[src/rtl/systolic_feed_ctrl.sv]
// systolic_feed_ctrl: operand feeder for an N x N systolic array.
// Reads K operand vectors (A column k, B row k) from a buffer with one-cycle
// read latency and presents them skewed by one cycle per lane as
// {last, enable, data}. The run completes once the far-corner PE drains.
// Optional feature: define FEED_CTRL_PERF_CNT_EN to add perf_cycles_o, a
// saturating count of the cycles spent on the most recent operation.
module systolic_feed_ctrl #(
    parameter int N          = 4,
    parameter int DATA_WIDTH = 8,
    parameter int KW         = 8
) (
    input  logic                          clk_i,
    input  logic                          rst_i,
    input  logic                          start_i,
    input  logic [KW-1:0]                 k_len_i,
    output logic                          busy_o,
    output logic                          done_o,
    output logic                          rd_en_o,
    output logic [KW-1:0]                 rd_addr_o,
    input  logic [N*DATA_WIDTH-1:0]       a_rd_data_i,
    input  logic [N*DATA_WIDTH-1:0]       b_rd_data_i,
    output logic [N*(DATA_WIDTH+2)-1:0]   a_feed_o,
    output logic [N*(DATA_WIDTH+2)-1:0]   b_feed_o,
    input  logic                          drain_vld_i
`ifdef FEED_CTRL_PERF_CNT_EN
    ,
    output logic [31:0]                   perf_cycles_o
`endif
);

    localparam int LW = DATA_WIDTH + 2;

    typedef enum logic [1:0] {
        IDLE  = 2'd0,
        FEED  = 2'd1,
        FLUSH = 2'd2,
        DONE  = 2'd3
    } state_t;

    state_t        state_q, state_d;
    logic [KW-1:0] k_q, k_d;
    logic [KW-1:0] cnt_q, cnt_d;
    logic          last_rd;

    // Control registers: state, latched K and read index.
    // NOTE: sequential state uses non-blocking assignments so every register
    // samples the pre-edge values of its neighbours.
    always_ff @(posedge clk_i or posedge rst_i) begin
        if (rst_i) begin
            state_q <= IDLE;
            k_q     <= '0;
            cnt_q   <= '0;
        end else begin
            state_q <= state_d;
            k_q     <= k_d;
            cnt_q   <= cnt_d;
        end
    end

    // Next-state and control outputs; all outputs decode the current state only.
    // NOTE: every signal gets a default first so no path leaves one unassigned
    // and no latch is inferred.
    always_comb begin
        state_d   = state_q;
        k_d       = k_q;
        cnt_d     = cnt_q;
        busy_o    = 1'b1;
        done_o    = 1'b0;
        rd_en_o   = 1'b0;
        rd_addr_o = '0;
        last_rd   = 1'b0;
        case (state_q)
            IDLE: begin
                busy_o = 1'b0;
                if (start_i) begin
                    k_d     = k_len_i;
                    cnt_d   = '0;
                    state_d = (k_len_i != '0) ? FEED : DONE;
                end
            end
            FEED: begin
                rd_en_o   = 1'b1;
                rd_addr_o = cnt_q;
                // The counter stops at K-1, so K = 2^KW-1 never wraps it.
                if (cnt_q == k_q - KW'(1)) begin
                    last_rd = 1'b1;
                    state_d = FLUSH;
                end else begin
                    cnt_d = cnt_q + KW'(1);
                end
            end
            FLUSH: begin
                if (drain_vld_i) begin
                    state_d = DONE;
                end
            end
            DONE: begin
                done_o  = 1'b1;
                state_d = IDLE;
            end
            default: state_d = IDLE;
        endcase
    end

    // Enable/last sideband chain: stage j lines up with lane j's element, so
    // lane i sees its read strobe delayed by i+1 registers.
    logic [N-1:0] vld_q, last_q;

    // Shift the read strobe and last-read marker one lane per cycle.
    always_ff @(posedge clk_i or posedge rst_i) begin
        if (rst_i) begin
            vld_q  <= '0;
            last_q <= '0;
        end else begin
            vld_q  <= {vld_q[N-2:0], rd_en_o};
            last_q <= {last_q[N-2:0], last_rd};
        end
    end

    // Per-lane data path. The buffer's own output register supplies the first
    // delay stage; lane i adds i more so element k appears at s+2+k+i.
    for (genvar i = 0; i < N; i++) begin : g_lane
        logic [DATA_WIDTH-1:0] a_dat, b_dat;

        if (i == 0) begin : g_direct
            assign a_dat = a_rd_data_i[DATA_WIDTH-1:0];
            assign b_dat = b_rd_data_i[DATA_WIDTH-1:0];
        end else begin : g_chain
            logic [DATA_WIDTH-1:0] a_q [i];
            logic [DATA_WIDTH-1:0] b_q [i];

            // Skew delay line for lane i; cleared on reset like all skew state.
            // NOTE: these are discrete flops, not a RAM, so resetting them is
            // cheap and keeps the array inputs clean after a mid-run reset.
            always_ff @(posedge clk_i or posedge rst_i) begin
                if (rst_i) begin
                    for (int m = 0; m < i; m++) begin
                        a_q[m] <= '0;
                        b_q[m] <= '0;
                    end
                end else begin
                    a_q[0] <= a_rd_data_i[i*DATA_WIDTH +: DATA_WIDTH];
                    b_q[0] <= b_rd_data_i[i*DATA_WIDTH +: DATA_WIDTH];
                    for (int m = 1; m < i; m++) begin
                        a_q[m] <= a_q[m-1];
                        b_q[m] <= b_q[m-1];
                    end
                end
            end

            assign a_dat = a_q[i-1];
            assign b_dat = b_q[i-1];
        end

        // Data is forced to zero whenever the lane carries no element.
        assign a_feed_o[i*LW +: LW] = {last_q[i], vld_q[i], vld_q[i] ? a_dat : '0};
        assign b_feed_o[i*LW +: LW] = {last_q[i], vld_q[i], vld_q[i] ? b_dat : '0};
    end

`ifdef FEED_CTRL_PERF_CNT_EN
    logic [31:0] perf_q, perf_d;

    // Cycle counter: the accept cycle counts as the first cycle of the
    // operation, each busy cycle adds one, saturating; IDLE holds the value.
    always_comb begin
        perf_d = perf_q;
        if (state_q == IDLE) begin
            if (start_i) begin
                perf_d = 32'd1;
            end
        end else if (perf_q != '1) begin
            perf_d = perf_q + 32'd1;
        end
    end

    // Performance counter register.
    always_ff @(posedge clk_i or posedge rst_i) begin
        if (rst_i) begin
            perf_q <= '0;
        end else begin
            perf_q <= perf_d;
        end
    end

    assign perf_cycles_o = perf_q;
`endif

endmodule

[config.mk]
export PLATFORM = sky130hd
export DESIGN_NAME = systolic_feed_ctrl
export DESIGN_NICKNAME = d
export VERILOG_FILES = /design/src/rtl/systolic_feed_ctrl.sv
export SDC_FILE = /design/constraint.sdc
export NUM_CORES = 1
export LEC_CHECK = 0
export ABC_AREA = 1
export CELL_PAD_IN_SITES_DETAIL_PLACEMENT = 2
export CELL_PAD_IN_SITES_GLOBAL_PLACEMENT = 2
export CORE_MARGIN = 4
export CORE_UTILIZATION = 28
export CTS_CLUSTER_DIAMETER = 200
export DETAILED_ROUTE_END_ITERATION = 12
export PLACE_DENSITY_LB_ADDON = 0.1
export SYNTH_ARGS = -nofsm -noshare
export SYNTH_HDL_FRONTEND = slang
export SYNTH_SLANG_ARGS = --single-unit
export TNS_END_PERCENT = 30
[constraint.sdc]
create_clock -name clk_i -period 7 [get_ports clk_i]
set_clock_uncertainty 0.1 [all_clocks]
set_input_delay 1.4 -clock clk_i [delete_from_list [all_inputs] [get_ports clk_i]]
set_output_delay 1.4 -clock clk_i [all_outputs]
set_load 0.005 [all_outputs]
==> results.py <==
metrics = {
    "status": {
        "status": "complete, no violations",
    },
    "timing": {
        "final-setup-viol-count": 0,
        "report.final.hold_viol_count": 0,
        "max_slew_margin_pct": 40.9,
        "finalCritPeriodShare_pct": 57.2,
        "fin_crit_ns": 4.00,
        "rsz0062_at_grt": "false",
        "tns_ns": 0,
        "least_margin_pin_slew_ns": 0.887,
        "timing_max_transition_violations_final": 0,
        "fmaxAchievable_mhz": 250,
        "hold_slack_ns": 0.239,
    },
    "power_and_ir_drop": {
        "internal_power_uw": 1730,
        "power.share.switching_pct": 31.6,
        "sequentialPowerShare_pct": 35.2,
        "pwr-share-comb_pct": 28.8,
        "power.net_switching_uw": 796,
        "power.density_nw_per_um2": 359,
        "clock_power_share_pct": 36.0,
        "power_leakage_uw": 0.00360,
        "irDropWorstVdd_uv": 178,
    },
    "synth": {
        "ys_types": 29,
        "synthCells": 462,
        "yosys_warnings": 0,
        "synthesis.area_um2": 4590,
        "synth-xor-area-share_pct": 1.34,
        "post_synthesis_adder_cell_area_fraction_pct": 1.91,
        "synth-seq-cells": 122,
        "synth_mux_area_share_pct": 0,
        "synth_sequential_area_ratio_pct": 66.5,
        "largest_family_of_logic_cells_by_synthesized_area": "simple AND/OR/NAND/NOR gates",
        "synth_simple_gate_area_share_pct": 16.4,
        "synth_top_area_share_pct": 66.5,
        "top_post_synthesis_cells_by_area": "sky130_fd_sc_hd__dfrtp_1 (67%), sky130_fd_sc_hd__nand2_1 (11%), sky130_fd_sc_hd__inv_1 (8.4%), sky130_fd_sc_hd__ha_1 (1.9%), sky130_fd_sc_hd__nand3_1 (1.7%)",
        "synthesis.area_per_instance_um2": 9.94,
        "synth_compound_area_share_pct": 2.48,
        "mappedNetlistNets": 545,
        "synth_top_cell_by_area": "sky130_fd_sc_hd__dfrtp_1",
    },
    "drt": {
        "detailed_route_wirelength_on_metal3_um": 781,
        "drtPass1Iterations": 4,
        "ant_nets": 0,
        "dr.first_iter.drc_count": 90,
        "wl_met2_um": 7180,
        "wire_per_inst_um": 15.5,
        "vias_per_cell": 4.15,
        "top_signal_layer_used": "met4",
        "drc": 0,
        "wirelength_met1_um": 5100,
        "detailroute.via_count": 3551,
        "detail_route.wirelength_um": 13300,
    },
    "global_routing": {
        "globalRoute.totalOverflow": 0,
        "antenna_found_initial": 0,
        "grt_first_pass_wirelength_um": 21300,
        "grt_start_max_net_pins": 73,
        "grt_pass1_vias": 4126,
        "grt_util_all_layers_pct": 15.1,
    },
    "setup_path": {
        "worst-endpoint-arrival_ns": 2.50,
        "setup.worst_path.class": "in2out",
        "slowest_stage": "sky130_fd_sc_hd__clkdlybuf4s50_1",
        "cpPeakStageDelay_ns": 0.51,
        "timing.critical_path.to_type": "primary output",
        "critPathMaxFanout": 1,
        "timing.critical_path.required_ns": 5.50,
        "cp-start-kind": "primary input",
        "critical_path.n_buffers_inverters": 3,
        "timing.critical_path.mode_cell": "sky130_fd_sc_hd__clkdlybuf4s50_1",
        "cp_top_family": "buffers and inverters",
        "list_of_cells_traversed_by_the_critical_path": "clkdlybuf4s50_1, nand2_1, inv_1, clkdlybuf4s50_1",
    },
    "die": {
        "start_util_pct": 28.7,
        "rows": 46,
        "total_core_area_um2": 16000,
        "fp.dieArea_um2": 18500,
        "pin_count": 167,
        "die_y_um": 136,
        "dieWidth_um": 136,
    },
    "placed_design": {
        "buffer_ports.inserted": 166,
        "gpl.final_weighted_congestion": 0.726,
        "hpwl_um": 9850,
    },
    "cts": {
        "cts-hold-fix-buffers": 0,
        "clkTransAtPathRegs_ns": 0.06,
        "cts_root_buf": "sky130_fd_sc_hd__clkbuf_16",
        "cts.path.max_buffers": 2,
        "worstSkewPairLatency_ns": 0.41,
        "resized_after_cts": 0,
        "clock-sinks": 122,
        "tritoncts.num_buffers": 17,
        "htree_num_levels": 4,
        "post_cts_setup_driven_buffer_insertion_count": 0,
        "cts_tree": "built",
    },
    "layout": {
        "multi_input_comb_area_um2": 1020,
        "fraction_of_final_layout_cells_sized_beyond_drive_strength_1_pct": 8.14,
        "finish.net_count": 709,
        "n_fill_cell": 1735,
        "seq_area_um2": 3050,
        "n_antenna_cell": 0,
        "area.growth.synth_to_final_pct": 53.0,
    },
    "job": {
        "maxCapViolCount": 0,
    },
    "worst_hold_path": {
        "worst_hold_path_type": "reg2reg",
    },
}
==> layer usage <==
layer	vias to the layer above	GRT usage (%)
met5	-	0
met1	1760	16.5
met3	15	4.77
li1	1661	-
met4	0	6.10
met2	115	27.2
==> Yosys cell counts, drive strengths merged <==
library cell	instances
nand3b	2
xor2	6
nand2	136
o21ai	17
buf	11
xnor2	1
a21oi	2
clkinv	1
inv	105
nand3	16
nor3	1
nor2	13
clkbuf	11
ha	7
o31ai	1
or2	4
nand4	6
dfrtp	122
==> flip-flops by register name (all words and copies together), names as in the netlist <==
register	flops
vld_q	4
g_lane.a_dat	24
k_q	8
g_lane.g_chain.a_q	24
last_q	4
g_lane.b_dat	24
g_lane.g_chain.b_q	24
state_q	2
cnt_q	8
==> cell families (layout without fill, tap and decap cells) <==
logic type                 after synthesis  after routing
DFF                                    122            122
AOI/OAI and AO/OA                       20             20
and+or+nand+nor                        178            178
adders and majority gates                7              7
buffers and inverters                  128            305
xor gates and xnor gates                 7              7
==> cells in the final DEF, fill, tap and decap left out, types with 2 or more instances in the layout <==
master                            instances
sky130_fd_sc_hd__nand3b_1                 2
sky130_fd_sc_hd__clkinv_2                 3
sky130_fd_sc_hd__nand2_2                  3
sky130_fd_sc_hd__nor2_2                   4
sky130_fd_sc_hd__xor2_1                   6
sky130_fd_sc_hd__inv_6                    4
sky130_fd_sc_hd__o21ai_1                  7
sky130_fd_sc_hd__nand4_1                  5
sky130_fd_sc_hd__ha_1                     7
sky130_fd_sc_hd__nor2_1                   9
sky130_fd_sc_hd__nand3_1                 16
sky130_fd_sc_hd__inv_2                    2
sky130_fd_sc_hd__clkbuf_8                 2
sky130_fd_sc_hd__bufinv_16                3
sky130_fd_sc_hd__clkdlybuf4s50_1        166
sky130_fd_sc_hd__inv_1                  102
sky130_fd_sc_hd__clkbuf_16               17
sky130_fd_sc_hd__clkinvlp_4               3
sky130_fd_sc_hd__dfrtp_1                122
sky130_fd_sc_hd__o21ai_0                  8
sky130_fd_sc_hd__nand2_1                132
sky130_fd_sc_hd__or2_2                    4
sky130_fd_sc_hd__o21ai_2                  2
==> power groups by stage <==
stage	clock (uW)	combinational (uW)	sequential, uW
after global routing	969	821	911
after floorplan	0	408	836
after CTS	936	748	895
final	906	726	888
after detailed placement	0	740	906
after global placement	0	702	899
==> worst paths after layout <==
check	startpoint	to	slack, ns	depth (start not counted)
max	b_rd_data_i[5]	b_feed_o[5]	3.00	4
min	g_lane[3].g_chain.a_q[18]$_DFF_PP0_	g_lane[3].g_chain.a_q[10]$_DFF_PP0_	0.24	0
max reg2reg	state_q[1]$_DFFE_PP0P_	cnt_q[5]$_DFFE_PP0P_	4.71	7
min reg2reg	g_lane[3].g_chain.a_q[18]$_DFF_PP0_	g_lane[3].g_chain.a_q[10]$_DFF_PP0_	0.24	0
max in group asynchronous	rst_i	g_lane[2].b_dat[4]$_DFF_PP0_	4.13	3
min in group asynchronous	rst_i	g_lane[3].b_dat[2]$_DFF_PP0_	1.34	2
==> final cells by class <==
cell class / instances / area share, %
Sequential cell: 122 / 43.5
Timing Repair Buffer: 167 / 23.8
Multi-Input combinational cell: 212 / 14.5
Clock buffer: 19 / 6.45
Inverter: 106 / 5.70
Tap cell: 216 / 3.85
Clock inverter: 13 / 2.32
==> metrics by stage <==
stage	area [um^2]	power, uW	worst slack [ns]	utilization [%]	instances
floorplan	4590	1240	2.26	-	462
detailed placement	6410	1650	2.99	40.1	823
global route	7020	2700	2.93	43.9	855
global placement	6410	1600	3.01	40.1	823
finish	7020	2520	3.00	43.9	855
CTS	7020	2580	2.98	43.9	855
(Power assumes the default switching activity.)
